`config.mk`:
```
export PLATFORM = sky130hd
export DESIGN_NAME = ov7670_stream_gen
export DESIGN_NICKNAME = d
export VERILOG_FILES = /design/src/rtl/ov7670_stream_gen.sv
export SDC_FILE = /design/constraint.sdc
export NUM_CORES = 1
export LEC_CHECK = 0
export CAP_MARGIN = 15
export CELL_PAD_IN_SITES_DETAIL_PLACEMENT = 1
export CELL_PAD_IN_SITES_GLOBAL_PLACEMENT = 1
export CORE_AREA = 2 2 107 109
export CTS_BUF_LIST = sky130_fd_sc_hd__clkbuf_8 sky130_fd_sc_hd__clkbuf_16
export DETAILED_ROUTE_END_ITERATION = 8
export DIE_AREA = 0 0 109 111
export PLACE_DENSITY_LB_ADDON = 0.1
export REMOVE_ABC_BUFFERS = 1
export SLEW_MARGIN = 25
export SYNTH_ARGS = -nofsm -noshare
export SYNTH_HDL_FRONTEND = slang
export SYNTH_SLANG_ARGS = --single-unit
```
`constraint.sdc`:
```
create_clock -name clk -period 9.6 [get_ports clk]
set_input_delay 1.92 -clock clk [delete_from_list [all_inputs] [get_ports clk]]
set_output_delay 1.92 -clock clk [all_outputs]
set_load 0.03 [all_outputs]
```
`src/rtl/ov7670_stream_gen.sv`:
```
// OV7670 camera emulator: produces VSYNC/HREF/D in RGB444 byte order, one byte per clk,
// with colour bars, ramp or solid frame content.
//
// state     | meaning
// ----------+---------------------------------------------------------
// ST_IDLE   | outputs low, waiting for enable
// ST_VSYNC  | vsync high for VS_LINES line periods
// ST_VBACK  | V_BACK idle line periods before the first active line
// ST_ACTIVE | IMG_H lines: 2*IMG_W bytes with href high, then H_BLANK
// ST_VFRONT | V_FRONT idle line periods; last cycle ends the frame
module ov7670_stream_gen #(
  parameter int IMG_W    = 640,
  parameter int IMG_H    = 480,
  parameter int H_BLANK  = 144,
  parameter int VS_LINES = 3,
  parameter int V_BACK   = 17,
  parameter int V_FRONT  = 10
) (
  input  logic        clk,
  input  logic        rst_n,
  input  logic        enable,
  input  logic [1:0]  pattern_sel,
  input  logic [11:0] solid_rgb,
  output logic        vsync,
  output logic        href,
  output logic [7:0]  d,
  output logic        frame_start,
  output logic        frame_done,
  output logic [15:0] frame_cnt
);

  localparam int LINE_LEN = 2 * IMG_W + H_BLANK;
  localparam int COL_W    = $clog2(LINE_LEN);
  localparam int LM_A     = (VS_LINES > V_BACK) ? VS_LINES : V_BACK;
  localparam int LM_B     = (IMG_H > V_FRONT) ? IMG_H : V_FRONT;
  localparam int LINE_MAX = (LM_A > LM_B) ? LM_A : LM_B;
  localparam int LINE_W   = (LINE_MAX > 1) ? $clog2(LINE_MAX) : 1;

  localparam logic [COL_W-1:0]  COL_LAST  = COL_W'(LINE_LEN - 1);
  localparam logic [COL_W-1:0]  ACT_BYTES = COL_W'(2 * IMG_W);
  localparam logic [COL_W-1:0]  BAR_W     = COL_W'(IMG_W / 8);
  localparam logic [COL_W-1:0]  NUM_BARS  = COL_W'(8);
  localparam logic [LINE_W-1:0] VS_LAST   = LINE_W'(VS_LINES - 1);
  localparam logic [LINE_W-1:0] VB_LAST   = LINE_W'(V_BACK - 1);
  localparam logic [LINE_W-1:0] ACT_LAST  = LINE_W'(IMG_H - 1);
  localparam logic [LINE_W-1:0] VF_LAST   = LINE_W'(V_FRONT - 1);

  typedef enum logic [2:0] {
    ST_IDLE, ST_VSYNC, ST_VBACK, ST_ACTIVE, ST_VFRONT
  } state_t;

  state_t            state, n_state;
  logic [COL_W-1:0]  col, n_col;
  logic [LINE_W-1:0] line, n_line;
  logic [LINE_W-1:0] line_last;
  logic [1:0]        pat_sel_q;
  logic [11:0]       pat_solid_q;
  logic              n_start, n_done, n_vsync, n_href;
  logic [7:0]        n_d;
  logic [COL_W-1:0]  px, bar_idx;
  logic [11:0]       rgb;

  // Next position in the frame: column/line counters and state sequencing.
  always_comb begin
    n_state = state;
    n_col   = col;
    n_line  = line;
    n_start = 1'b0;
    case (state)
      ST_VSYNC:  line_last = VS_LAST;
      ST_VBACK:  line_last = VB_LAST;
      ST_ACTIVE: line_last = ACT_LAST;
      ST_VFRONT: line_last = VF_LAST;
      default:   line_last = '0;
    endcase
    case (state)
      ST_IDLE: begin
        if (enable) begin
          n_state = ST_VSYNC;
          n_col   = '0;
          n_line  = '0;
          n_start = 1'b1;
        end
      end
      ST_VSYNC, ST_VBACK, ST_ACTIVE, ST_VFRONT: begin
        if (col != COL_LAST) begin
          n_col = col + 1'b1;
        end else begin
          n_col = '0;
          if (line != line_last) begin
            n_line = line + 1'b1;
          end else begin
            n_line = '0;
            case (state)
              ST_VSYNC:  n_state = ST_VBACK;
              ST_VBACK:  n_state = ST_ACTIVE;
              ST_ACTIVE: n_state = ST_VFRONT;
              default: begin
                // end of frame: chain straight into the next one when still enabled
                if (enable) begin
                  n_state = ST_VSYNC;
                  n_start = 1'b1;
                end else begin
                  n_state = ST_IDLE;
                end
              end
            endcase
          end
        end
      end
      default: begin
        n_state = ST_IDLE;
        n_col   = '0;
        n_line  = '0;
      end
    endcase
  end

  // Output values for the next position; registered below so every output is a flop.
  always_comb begin
    n_vsync = (n_state == ST_VSYNC);
    n_href  = (n_state == ST_ACTIVE) && (n_col < ACT_BYTES);
    n_done  = (n_state == ST_VFRONT) && (n_col == COL_LAST) && (n_line == VF_LAST);
    px      = n_col >> 1;
    bar_idx = px / BAR_W;
    rgb     = 12'h000;
    case (pat_sel_q)
      2'd1: rgb = {4'(px), 4'(n_line), frame_cnt[3:0]};
      2'd2: rgb = pat_solid_q;
      default: begin
        if (bar_idx < NUM_BARS) begin
          case (bar_idx[2:0])
            3'd0:    rgb = 12'hFFF;
            3'd1:    rgb = 12'hFF0;
            3'd2:    rgb = 12'h0FF;
            3'd3:    rgb = 12'h0F0;
            3'd4:    rgb = 12'hF0F;
            3'd5:    rgb = 12'hF00;
            3'd6:    rgb = 12'h00F;
            default: rgb = 12'h000;
          endcase
        end
      end
    endcase
    n_d = 8'h00;
    if (n_href) n_d = n_col[0] ? rgb[7:0] : {4'h0, rgb[11:8]};
  end

  // State, counters, latched pattern and registered outputs.
  always_ff @(posedge clk or negedge rst_n) begin
    if (!rst_n) begin
      state       <= ST_IDLE;
      col         <= '0;
      line        <= '0;
      pat_sel_q   <= 2'd0;
      pat_solid_q <= 12'h000;
      vsync       <= 1'b0;
      href        <= 1'b0;
      d           <= 8'h00;
      frame_start <= 1'b0;
      frame_done  <= 1'b0;
      frame_cnt   <= 16'h0000;
    end else begin
      state       <= n_state;
      col         <= n_col;
      line        <= n_line;
      vsync       <= n_vsync;
      href        <= n_href;
      d           <= n_d;
      frame_start <= n_start;
      frame_done  <= n_done;
      if (n_done) frame_cnt <= frame_cnt + 16'd1;
      if (n_start) begin
        pat_sel_q   <= pattern_sel;
        pat_solid_q <= solid_rgb;
      end
    end
  end

endmodule

```
# Yosys cells after proc, flatten, opt, wreduce, memory -nomap -nowiden
# Cells that the tools add are included.
classes:
  n_reduce_logical: 7
  n_eq_ne: 19
  muxes: 24
  magnitude_cmp: 2
  div_mod_pow: 1
  addsub: 3
op_table:
  columns: ["cell", "n"]
  rows:
  - ["12-bit case mux with 7 select lines", 1]
  - ["9-bit case mux with 4 select lines", 1]
  - ["9-bit 2-to-1 mux", 3]
  - ["12-bit case mux with 2 select lines", 1]
  - ["11-bit 2-to-1 mux", 2]
  - ["11-bit case mux with 2 select lines", 1]
  - ["9-bit case mux with 2 select lines", 1]
  - ["16-bit by 1-bit adder with 16-bit output (second input constant)", 1]
  - ["8-bit 2-to-1 mux", 2]
  - ["3-bit by 2-bit == test with 1-bit output (second input constant)", 5]
  - ["3-bit == test (second input constant)", 5]
  - ["12-bit 2-to-1 mux", 1]
  - ["11-bit by 1-bit adder with 11-bit output (second input constant)", 1]
  - ["10-bit by 7-bit divider with 11-bit output (second input constant)", 1]
  - ["11-bit == test (second input constant)", 1]
  - ["11-bit < comparator (second input constant)", 1]
  - ["11-bit by 4-bit < comparator with 1-bit output (second input constant)", 1]
  - ["11-bit != test (second input constant)", 1]
  - ["9-bit by 1-bit adder with 9-bit output (second input constant)", 1]
  - ["3-bit by 1-bit == test with 1-bit output (second input constant)", 3]
  - ["9-bit by 4-bit == test with 1-bit output (second input constant)", 1]
  - ["3-bit 2-to-1 mux", 3]
  - ["9-bit != test", 1]
  - ["3-bit case mux with 3 select lines", 1]
  - ["9 further kinds", 16]
word_totals:
  reg_bits: 65
  elab_cells: 67

# Logic depth before layout (Yosys ltp)
logic_depth:
  ltp_word: 10
  mapped_depth: 12

# Worst setup path after synthesis
# No wires, ideal clock.
synth_path:
  path_kind: "input -> register"
  startpoint: "input enable"
  endpoint: "register frame_cnt[2]"
  setup_time_ns: 0.136
  n_path_buf: 2
  stages: 11
  required_ns: 9.464
  arrival_ns: 4.117
  setup_slack_ns: 5.347
  path_cell_list: "or4_1 -> clkbuf_1 -> o31ai_1 -> a22o_1 -> nand2_1 -> a2111oi_2 -> nand4_1 -> nor4_4 -> buf_6 -> nand2_1 -> xnor2_1"
synth_between:
  word_cells_on_any_way: 15
  classes_between: "eq/ne (3); mux (10); reduce/logical (2)"
synth_rtl:
  columns: ["element", "line", "rtl"]
  rows:
  - ["start, declared", "21", "input logic enable,"]
  - ["11-bit 2-to-1 mux", "78", "if (enable) begin"]
  - ["11-bit case mux with 2 select lines", "76", "case (state)"]
  - ["net n_col[2]", "53", "logic [COL_W-1:0] col, n_col;"]
  - ["11-bit == test", "123", "n_done = (n_state == ST_VFRONT) && (n_col == COL_LAST) && (n_line == VF_LAST);"]
  - ["1-bit logical AND (2 in series)", "123", null]
  - ["net n_done", "58", "logic n_start, n_done, n_vsync, n_href;"]
  - ["end signal, assigned", "172", "if (n_done) frame_cnt <= frame_cnt + 16'd1;"]
  - ["end, declared", "29", "output logic [15:0] frame_cnt"]
# The timed path passes the listed nets, and every way through them passes these cells.
# A chain may end at the register's enable or synchronous reset.

# Worst setup path in the final report
layout_path:
  startpoint: "input enable"
  endpoint: "register frame_cnt[1]"
layout_between:
  word_cells_on_any_way: 15
  classes_between: "eq/ne (3); mux (10); reduce/logical (2)"
layout_rtl:
  columns: ["element", "line"]
  rows:
  - ["11-bit 2-to-1 mux", "78"]
  - ["11-bit case mux with 2 select lines", "76"]
  - ["net n_col[2]", "53"]
  - ["11-bit == test", "123"]
  - ["1-bit logical AND (2 in series)", "123"]
# The timed path passes the listed nets, and every way through them passes these cells.

==> results.cfg <==
[run_status]
status = finished clean

[critical_path]
path_max_fanout = 17
reg2reg_slack_ps = 5490
cp.arrival_ps = 5320
crit_path_end_kind = register
reg2reg_from = col[0]$_DFF_PN0_
path_class = input pin to register
ff2ff_path_depth = 9
rr_endpoint = frame_cnt[1]$_DFFE_PN0P_
worstPathRequired_ps = 9810
cp-start-kind = input pin

[sta]
fmax_ghz = 0.196
setup_tns_ps = 0
hold_viol = 0
timing.final.crit_share_pct = 53.1
fin_ws_ps = 4500
rsz0062_at_grt = false
fin_skew_ps = 8.20
worst_slew_pin_slew_ps = 979
slew_viol_final = 0
relSlewSlack_pct = 34.5
setup_violations = 0
period_needed_ps = 5100

[pwr]
seqPwrFrac_pct = 45.1
p_leak_nw = 1.93
swShare_pct = 21.0
pwr-share-clk_pct = 52.9
share_comb_of_total_power_pct = 2.0
internal_power_uw = 480
vdd_drop_max_v = 0.0000728
power.switching_uw = 128
total_power_uw = 608
power_density_mw_per_mm2 = 136

[cells_and_area]
layout_commonest_cell = nand2_1
diodes = 0
drive_above_1_share_pct = 8.41
mostFrequentLayoutCells = nand2_1 (75), dfrtp_1 (65), clkdlybuf4s50_1 (43)
area_growth_pct = 24.0
final_nets = 457
stdcell_area_sq_mm = 0.00448

[synth]
synthXorXnorAreaFrac_pct = 4.61
synth-compound-area-share_pct = 16.9
async_flop_share_pct = 100
synth_edf_count = 0
yosys.area_share.adder_pct = 1.73
synth.distinct_cells = 70
synthCells = 393
syn_avg_cell_area_sq_um = 9.18
yosys-mux-area-fraction_pct = 0.867
ys_warn_count = 0
synth_top_family_by_area = simple AND/OR/NAND/NOR gates
netlist_area_sq_mm = 0.00361
ys.flop_type = dfrtp_1
yosysSeqAreaShare_pct = 45.1
synth-simple-area-share_pct = 26.9
ys_ff_latch = 65

[floorplan]
num_rows = 39
core_area_sq_mm = 0.0111
die_w_um = 109
initial_core_util_pct = 32.6
die_h_um = 111
dieArea_sq_mm = 0.0121
io_pins = 45

[placement]
place_congestion = 0.806
dpl_worst_slack_ps = 4170
port_buffers = 44
dpl-instance-area_sq_mm = 0.00418
dpl.hpwl_mm = 7.24

[clocking]
clk_pin_slew_ps = 60
clock-sinks = 65
cts_root_buf = clkbuf_16
cts_tree = yes
h-tree-depth = 3
cts_buffer_depth = 2
post_cts_buffers = 0
cts_made_buffers = 9
clock_latency_ps = 330
ctsHoldBuffers = 0
post_cts_resized = 0

[worst_hold_path]
holdCritStartpoint = pat_solid_q[5]$_DFFE_PN0P_
whs_path_depth = 2
hold_path_class = register to register
min_to = pat_solid_q[5]$_DFFE_PN0P_

[routing]
first_iter_violations = 191
avgRoutedWirePerCell_um = 17.6
ant_nets = 0
drt_wl_total_mm = 10.2
vias = 3143
dr.pass1.iters = 4
avgViaCountPerCell = 5.39
drcViolationCount = 0

[run]
max-cap-violations = 0

[grt]
grt_pass1_vias = 3268
grt_pass1_wl_mm = 17.5
grt_use_met2_pct = 27.6
grt-ovfl-total = 0
use_met1_pct = 26.9
met3_usage_pct = 3.23
grt_usage_pct = 18.5
grt_max_degree = 66
globalRoute.busiestLayer = met2
antenna_found_initial = 0
## worst max-delay path by stage
stage,from,cells after the start,end
finish,enable,9,frame_cnt[1]$_DFFE_PN0P_
global route,enable,10,frame_cnt[7]$_DFFE_PN0P_
CTS,enable,10,frame_cnt[15]$_DFFE_PN0P_
detailed placement,enable,9,frame_cnt[1]$_DFFE_PN0P_
global placement,enable,9,frame_cnt[1]$_DFFE_PN0P_
floorplan,enable,8,frame_cnt[1]$_DFFE_PN0P_
## cell families after synthesis
kind of cell | after synthesis
AOI/OAI and AO/OA | 81
xor gates and xnor gates | 19
adders and majority gates | 5
buffers and inverters | 32
DFF | 65
muxes | 3
and+or+nand+nor | 188
## critical path: stages
cell and delay, ps:
clkdlybuf4s50_1 470, or4_1 610, o31ai_1 140, a22o_1 220, nand2_1 90, a2111oi_2 340, nand4_1 210, nor4_4 900
mux2_2 410
## power by group through the flow
stage,Combinational (mW),Sequential [mW],Clock (mW)
2_1_floorplan,0.0000765,0.279,0
3_3_place_gp,0.0128,0.279,0
3_5_place_dp,0.0129,0.279,0
4_1_cts,0.0130,0.274,0.333
5_1_grt,0.0138,0.274,0.348
6_report,0.0122,0.274,0.322
## layout make-up
| type | count | area, sq um |
|---|---|---|
| fillers | 1287 | 6600 |
| clock inverters | 7 | 68.8 |
| inverters | 14 | 52.6 |
| well taps | 143 | 179 |
| multi-input cells | 296 | 1850 |
| flip-flops and latches | 65 | 1630 |
| clock buffers | 9 | 225 |
| repair buffers | 49 | 473 |
## registers in the layout, indices dropped and copies added, names as in the netlist
register	count
frame_cnt	16
pat_solid_q	12
col	11
line	9
d	8
state	3
pat_sel_q	2
frame_done	1
frame_start	1
href	1
vsync	1
## cell usage after synthesis, types with 5 or more instances
cell	number	area share, %
and3_1	13	2.3
clkbuf_1	10	1.0
inv_1	14	1.5
a21oi_1	10	1.4
o21ai_0	14	1.9
a22oi_1	7	1.5
nand2_1	75	7.8
nor2_1	24	2.5
xnor2_1	15	3.6
ha_1	5	1.7
nand4_1	14	2.4
nor3_1	5	0.69
o211ai_1	5	1.0
dfrtp_1	65	45
nand3_1	17	2.4
a221oi_1	8	1.9
## routing by layer
| metal | part of all wire, % | vias to the layer above |
|---|---|---|
| met5 | 0 | - |
| met1 | 50 | 1575 |
| li1 | - | 1518 |
| met2 | 47 | 43 |
| met3 | 2.3 | 7 |
| met4 | 1.1 | 0 |
## stage by stage
step                      cells  utilization [%]  hold slack [ps]
after floorplan             375                -              446
after global placement      567             37.7              460
after detailed placement    567             37.7              465
after CTS                   583             40.3              479
after global routing        583             40.4              505
final                       583             40.4              477
Note: power is estimated with default switching activity, not from simulation.
==> RTL edit (same settings) <==
Re-encode `state_t` (5 states) as one-hot, 5 bits wide.
--- a/src/rtl/ov7670_stream_gen.sv
+++ b/src/rtl/ov7670_stream_gen.sv
@@ -46,6 +46,6 @@
   localparam logic [LINE_W-1:0] VF_LAST   = LINE_W'(V_FRONT - 1);
 
-  typedef enum logic [2:0] {
-    ST_IDLE, ST_VSYNC, ST_VBACK, ST_ACTIVE, ST_VFRONT
+  typedef enum logic [4:0] {
+    ST_IDLE = 5'b00001, ST_VSYNC = 5'b00010, ST_VBACK = 5'b00100, ST_ACTIVE = 5'b01000, ST_VFRONT = 5'b10000
   } state_t;
 
Check against the original RTL: same outputs for any inputs over 10 cycles, from zero or initial values and one cycle with rst_n low; not proved beyond that.
==> RTL edit against the original RTL <==
  * Design area increased by 2.2%
  * Largest cell class unchanged
  * Synthesized area increased by 3.5%
  * Register-to-register slack got worse by 0.20 ns
  * Fmax increased by 2.0%
  * Sequential cell count increased by 2
  * Global-route usage increased by 0.99 points
  * Worst setup slack improved by 0.098 ns
  * Count of clock-buffer cells in the layout increased by 1
  * Wire length increased by 6.9%
  * Synthesized cell count increased by 3.8%
  * First-iteration DRC count increased by 33%
Power is not compared: it rests on default switching activity, and its combinational part moved more than twofold at a synthesized area within 25%.
==> RTL edit: results (changes against the original RTL) <==
outcome:
  outcome: "complete, no violations"  # unchanged
final_layout:
  fillCellCount: 1287  # unchanged
  drive_above_1_share_pct: 6.21  # was 8.41%
  final_cells: 594  # was 583
  n_antenna_cell: 0  # unchanged
  nets: 468  # was 457
  reg.largest.list: "frame_cnt x16, pat_solid_q x12, col x11"  # unchanged
synthesis:
  synth_ff_type: "dfrtp_1"  # unchanged
  synth_mux_area_share_pct: 0.838  # was 0.867%
  synth_cell_types: 67  # was 70
  synth.area.top_cells: "dfrtp_1 (44%), nand2_1 (7.9%), xnor2_1 (3.5%)"  # was dfrtp_1 (45%), nand2_1 (7.8%), xnor2_1 (3.6%)
  synth-xor-area-share_pct: 4.69  # was 4.61%
  synth_common_cells: "nand2_1 (79), dfrtp_1 (66), o21ai_0 (24)"  # was nand2_1 (75), dfrtp_1 (65), nor2_1 (24)
  synth_compound_area_share_pct: 18.7  # was 16.9%
  synth_fa_ha_area_share_pct: 1.94  # was 1.73%
  seq_area_frac_synth_pct: 44.9  # was 45.1%
  syn_area_per_cell_um2: 9.15  # was 9.18 um^2
  synth-async-reset-ratio_pct: 100  # unchanged
  yosysWarnings: 0  # unchanged
global_route:
  grt_max_degree: 68  # was 66
  antenna_found_initial: 0  # unchanged
  grt_pass1_vias: 3391  # was 3268
  grt_usage_pct: 19.4  # was 18.5%
  grt_pass1_wl_mm: 18.2  # was 17.5 mm
routing:
  via_per_inst: 5.56  # was 5.39
  dr.pass1.iters: 4  # unchanged
  routedWlPerCell_um: 18.4  # was 17.6 um
  drt_iter0_markers: 254  # was 191
clocking:
  cts.clk_slew.worst_paths_ns: 0.05
  post_cts_resized: 0  # unchanged
  post_cts_buffers: 0  # unchanged
  insertion_delay_ns: 0.34
  cts.path.max_buffers: 2  # unchanged
  numCtsBuffers: 9  # unchanged
  cts-root-buf: "clkbuf_16"  # unchanged
  htree_num_levels: 3  # unchanged
worst_setup_path:
  cp-startpoint: "enable"  # unchanged
  rr_startpoint: "state[3]"  # was col[0]
  crit_fanout: 12  # was 17
  cp.arrival_ns: 5.22  # was 5.32 ns
placement:
  post-dp-hpwl_mm: 7.63  # was 7.24 mm
  place.gp.congestion: 0.821  # was 0.806
  dpl-instance-area_um2: 4280  # was 4180 um^2
  io_buffers: 44  # unchanged
  place_inst: 577  # was 567
pwr:
  vdd_drop_max_uv: 113
  p_leak_uw: 0.00197
  swShare_pct: 33.9
hold_path:
  min_path_type: "reg2reg"  # unchanged
  worstHoldStart: "pat_solid_q[6]"  # was pat_solid_q[5]
sta:
  clock_skew_ns: 0.00587  # was 0.00820 ns
  maxSlewHeadroom_pct: 31.8  # was 34.5%
RTL edit: changes by cell type after synthesis, sizes merged, moves of 4 or more:
cell,before,now
o21ai,14,25
a22oi,7,1
clkbuf,10,16
a21o,1,6
a221oi,8,13
and3,13,9
nand2,76,80
nand4,14,10
nor2,25,21
o211ai,5,1
RTL edit: power by group through the flow:
stage / clock (uW) / combinational, uW / sequential [uW]
6_report: 325 / 255 / 353
5_1_grt: 349 / 286 / 359
4_1_cts: 335 / 259 / 353
3_5_place_dp: 0 / 255 / 358
3_3_place_gp: 0 / 254 / 357
2_1_floorplan: 0 / 165 / 356
RTL edit: final cells by class:
class                           count  area share [%]
Tap cell                          143            3.91
Inverter                           11           0.903
Clock inverter                      6            1.09
Timing Repair Buffer               48            10.2
Clock buffer                       10            5.22
Sequential cell                    67            36.7
Multi-Input combinational cell    309            42.0
RTL edit: stage by stage:
| step | util [%] | worst slack, ns |
|---|---|---|
| finish | 41.3 | 4.60 |
| global placement | 38.6 | 4.03 |
| floorplan | - | 4.89 |
| global route | 41.3 | 4.31 |
| detailed placement | 38.6 | 3.99 |
| CTS | 41.2 | 4.35 |
RTL edit: final timing paths:
| check | slack [ns] | cells after the start | end |
|---|---|---|---|
| setup / recovery | 4.60 | 8 | d[0] |
| max in group asynchronous | 7.22 | 2 | vsync |
| hold reg to reg | 0.48 | 2 | pat_solid_q[6] |
| hold / removal | 0.48 | 2 | pat_solid_q[6] |
| setup reg to reg | 5.29 | 10 | frame_cnt[1] |
| min in group asynchronous | 1.78 | 2 | col[5] |
RTL edit: critical path, stage by stage:
cell and delay [ns]:
clkdlybuf4s50_1 0.52, or4_1 0.75, a31oi_1 0.83, nand3_1 0.16, a21oi_1 0.20, a311oi_1 0.08
o311a_1 0.43, o32ai_1 0.33
RTL edit: cell families (layout without fill, tap and decap cells):
group / after synthesis / count (layout)
AND/OR/NAND/NOR: 183 / 183
AO/OA/AOI/OAI: 97 / 97
flip-flops: 67 / 67
buffers and inverters: 32 / 75
XOR/XNOR: 20 / 20
adder cells (fa/ha/maj): 6 / 6
multiplexers: 3 / 3
RTL edit: routing by layer:
layer / global-route usage (%) / wire (um) / up-vias
met1: 27.9 / 5410 / 1642
met4: 5.56 / 161 / 0
met2: 29.2 / 5040 / 69
met5: 0 / 0 / -
li1: - / - / 1580
met3: 4.41 / 336 / 11
